### config.mk
export PLATFORM = sky130hd
export DESIGN_NAME = somador_sequencial
export DESIGN_NICKNAME = d
export VERILOG_FILES = /design/src/rtl/somador_sequencial_pkg.sv /design/src/rtl/somador_chunk.sv /design/src/rtl/somador_sequencial.sv
export SDC_FILE = /design/constraint.sdc
export NUM_CORES = 1
export LEC_CHECK = 0
export CORE_MARGIN = 1.5
export CORE_UTILIZATION = 51
export CTS_CLUSTER_SIZE = 8
export DETAILED_ROUTE_END_ITERATION = 8
export PLACE_DENSITY = 0.79
export SETUP_SLACK_MARGIN = 0.4
export SLEW_MARGIN = 20
export SYNTH_ARGS = -nofsm -noshare
export SYNTH_HDL_FRONTEND = slang
export SYNTH_SLANG_ARGS = --single-unit
### constraint.sdc
create_clock -name clk -period 3.1 [get_ports clk]
set_input_delay 0.465 -clock clk [delete_from_list [all_inputs] [get_ports clk]]
set_output_delay 0.465 -clock clk [all_outputs]
set_load 0.01 [all_outputs]
### src/rtl/somador_sequencial_pkg.sv
// somador_sequencial_pkg: shared state encoding, default sizes and counter sizing helper
package somador_sequencial_pkg;
    localparam int DEF_WIDTH = 8;
    localparam int DEF_CHUNK = 1;
    typedef enum logic [1:0] {IDLE = 2'd0, CALC = 2'd1, DONE = 2'd2} state_t;
    function automatic int cnt_width(input int n);
        return (n > 1) ? $clog2(n) : 1;
    endfunction
endpackage

### src/rtl/somador_chunk.sv
// somador_chunk: combinational CHUNK-bit ripple-carry adder built from full adders
module somador_chunk #(
    parameter int CHUNK = 1
) (
    input  logic [CHUNK-1:0] a,
    input  logic [CHUNK-1:0] b,
    input  logic             ci,
    output logic [CHUNK-1:0] s,
    output logic             co
);
    logic [CHUNK:0] c;
    assign c[0] = ci;
    for (genvar i = 0; i < CHUNK; i++) begin : g_fa
        assign s[i]   = a[i] ^ b[i] ^ c[i];
        assign c[i+1] = (a[i] & b[i]) | (c[i] & (a[i] ^ b[i]));
    end
    assign co = c[CHUNK];
endmodule

### src/rtl/somador_sequencial.sv
// somador_sequencial: sequential adder/subtractor processing CHUNK bits per cycle
module somador_sequencial
    import somador_sequencial_pkg::*;
#(
    parameter int WIDTH = DEF_WIDTH,
    parameter int CHUNK = DEF_CHUNK
) (
    input  logic             clk,
    input  logic             rst,
    input  logic             in_valid,
    output logic             in_ready,
    input  logic [WIDTH-1:0] num1,
    input  logic [WIDTH-1:0] num2,
    input  logic             cin,
    input  logic             sub,
    output logic             out_valid,
    input  logic             out_ready,
    output logic [WIDTH-1:0] s,
    output logic             cout,
    output logic             overflow
);
    localparam int N = WIDTH / CHUNK;
    localparam int CW = cnt_width(N);
    localparam logic [CW-1:0] LAST = CW'(N - 1);
    state_t state, state_n;
    logic [WIDTH-1:0] a, b;
    logic [CW-1:0] cnt;
    logic [CHUNK-1:0] ca, cb, cs;
    logic carry, co, last;
    assign last      = cnt == LAST;
    assign in_ready  = state == IDLE;
    assign out_valid = state == DONE;
    assign ca        = a[int'(cnt)*CHUNK +: CHUNK];
    assign cb        = b[int'(cnt)*CHUNK +: CHUNK];
    somador_chunk #(.CHUNK(CHUNK)) u_chunk (.a(ca), .b(cb), .ci(carry), .s(cs), .co(co));
    always_ff @(posedge clk) begin
        if (rst) state <= IDLE;
        else     state <= state_n;
    end
    always_comb begin
        state_n = state;
        case (state)
            IDLE:    state_n = in_valid  ? CALC : IDLE;
            CALC:    state_n = last      ? DONE : CALC;
            DONE:    state_n = out_ready ? IDLE : DONE;
            default: state_n = IDLE;
        endcase
    end
    // B is stored pre-inverted in sub mode so CALC is always a plain add
    always_ff @(posedge clk) begin
        if (rst) begin
            a        <= '0;
            b        <= '0;
            carry    <= 1'b0;
            cnt      <= '0;
            s        <= '0;
            cout     <= 1'b0;
            overflow <= 1'b0;
        end else if (in_ready && in_valid) begin
            a     <= num1;
            b     <= sub ? ~num2 : num2;
            carry <= sub | cin;
            cnt   <= '0;
        end else if (state == CALC) begin
            s[int'(cnt)*CHUNK +: CHUNK] <= cs;
            carry <= co;
            cnt   <= cnt + CW'(1);
            if (last) begin
                cout     <= co;
                overflow <= (a[WIDTH-1] == b[WIDTH-1]) && (cs[CHUNK-1] != a[WIDTH-1]);
            end
        end
    end
endmodule

==> metrics <==
proportion of synthesized chip area in sequential cells 37.79%; Commonest cells post-synth 32 x dfxtp_1, 16 x nand2_1, 13 x nor2_1; Worst setup SP type register; leading area contributor after synthesis dfxtp_1; final setup TNS 0 ns; clock tree buffer depth 2; worst slew margin relative to its limit 41.97%; top area cells in the synthesized netlist dfxtp_1 38%, mux4_2 5.3%, ha_1 5.2%; ordered cell list for the critical path mux4_2, mux2i_1, fa_1, or4_1, mux2i_1; class of the tightest hold or removal check register to register; global route overflow 0; async set-reset flop share out of synthesis 0%; Crit path top cell by count mux2i_1; count of buffer and inverter cells on the critical path 0; share of final-layout standard cells stronger than drive strength 1 13.71%; placed cells 233; area growth from synthesis to layout 22.73%; count of routing violations after the opening detailed-route iteration 84; Overall Power 0.0009084 W; average wire per cell in the routed design 14.31 µm; worst slew pin tran 0.8695 ns; clock transition at the registers of the reported paths 0.11 ns; TritonCTS clock tree built; CTS HTree Levels 2; Cell Area, Synth 1695 µm²; Lkg Pwr 0.8052 nW; via count 1339; outcome finished clean; Mapped Avg Cell Area 10.15 µm²; number of synthesis warnings 0; number of port buffers 33; count of endpoints failing setup in the final report 0; clock sink count 32; Placer Congestion 0.8369; worst vdd ir 283.3 µV; final slew viol count 0; Syn Inst Count 167; Crit path largest cell delay 0.54 ns; total clock buffers created by CTS 5; WP data arrival 2.77 ns; max frequency 0.4012 GHz; critical path class register to register; Die Footprint 3679 µm²; length of routed met3 wiring 197 µm; most used flip-flop cell after synthesis dfxtp_1; global-route wire length before repair 5.961 mm; Die X 60.66 µm; Final Routed Wirelength 3.448 mm; fillers 280; count of max-cap constraint violations 0; DRC 0; pin count of the biggest net entering global routing 25; delay-heaviest family, CP multiplexers; routed wire length on met2 1.864 mm; Syn Nets 197; kind of end point of the critical path register; number of failing hold endpoints at the final stage 0; critical path required time 3.38 ns; critical-path cell with the highest stage delay fa_1; root buffer selected by CTS clkbuf_4; Nets 226; area of the placeable core 3103 µm²; n_diodes 0; pwr/cell area 436.6 nW/µm²; most frequently used cell type in the post-synthesis netlist dfxtp_1; count of different cell masters after synthesis 44; Met1 Routed Length 1.279 mm; starting utilization of the core area 54.64%; number of enable flip-flop cells after synthesis 0; top-area cell type share of the netlist area 37.79%; standard-cell row count 20; via density per instance 5.556; clk_lat worst skew 0.34 ns; Boundary Pins 34; floorplan die height 60.66 µm; Post-Route Skew 0.01681 ns; via count of the first global-routing pass 1340; maximum fanout along the worst path 12; worst slack on hold paths 0.4691 ns; unrepaired setup endpoints after global routing no; first-pass iteration count of the detailed router 4; Tcrit/Tclk final 80.41%; GRT Util Overall 22.29%; top layer in use met4; initial antenna violation count 0; final std cells w/o fill 241; post-layout min period 2.493 ns; DRT antenna net count 0; count of state elements after synthesis 32; post-detailed-placement half-perimeter wirelength 2.564 mm
[cells in the final DEF, fill, tap and decap left out, types with 6 or more instances in the layout]
| master | n |
|---|---|
| nor2_1 | 13 |
| a211oi_1 | 9 |
| clkdlybuf4s50_1 | 33 |
| nand2_1 | 16 |
| mux2i_1 | 8 |
| dfxtp_1 | 30 |
| inv_1 | 6 |
| xnor2_1 | 8 |
| a21oi_1 | 10 |
| ha_1 | 7 |
[layer usage]
metal | GRT usage, % | vias to the layer above
met5 | 0 | -
met4 | 11.49 | 0
met3 | 5.970 | 12
met2 | 38.71 | 55
met1 | 24.97 | 613
li1 | - | 659
[kinds of logic after synthesis]
family	synth area share, %
AOI/OAI and AO/OA	13.21
adders and majority gates	6.347
buffers and inverters	6.863
and+or+nand+nor	19.41
muxes	12.25
DFF	37.79
xor gates and xnor gates	4.133
[final timing paths]
path / from / end / slack (ns) / cells past startpoint
min reg2reg: a[1] / a[1] / 0.47 / 2
max: cnt[0] / s[4] / 0.61 / 5
min: a[1] / a[1] / 0.47 / 2
max reg2reg: cnt[0] / s[4] / 0.61 / 5
[final cells by class]
class	count	area [µm²]	share of cell area, %
inverter	6	22.52	1.082
sequential	32	645.6	31.03
tap	44	55.05	2.646
clock inverter	2	35.03	1.684
clock buffer	6	41.29	1.984
timing repair buffer	34	337.8	16.24
multi-input combinational	117	943.4	45.34
[timing repair]
action / in CTS / in global routing
buffers inserted: 0 / 0
setup endpoints to repair: 7 / 2
gates resized for setup: 1 / 3
hold buffers: 0 / 0
[tightest hold or removal path, stage by stage (launching register included)]
cell     delay (ns)
dfxtp_1        0.32
nand2_1        0.05
a21oi_1        0.06
[per-stage QoR]
stage | setup slack, ns | cell area (µm²) | util, %
5_1_grt | 0.4871 | 2081 | 67.06
4_1_cts | 0.4643 | 2072 | 66.77
3_5_place_dp | 0.3215 | 1994 | 64.27
6_report | 0.6072 | 2081 | 67.06
2_1_floorplan | 0.7401 | 1695 | -
3_3_place_gp | 0.4667 | 1994 | 64.27
[sequential cells by signal, indices dropped and copies added, names as in the netlist]
name and count:
s 8, cout 1, b 8, overflow 1, a 8, state 2, cnt 3, carry 1
[where the power goes]
part | internal [W] | total [W] | switching, W | leakage [nW]
logic | 0.0000767 | 0.000149 | 0.0000722 | 0.500
registers | 0.000430 | 0.000448 | 0.0000175 | 0.263
clock network | 0.000169 | 0.000312 | 0.000143 | 0.0422
Note: power is estimated with default switching activity, not from simulation.
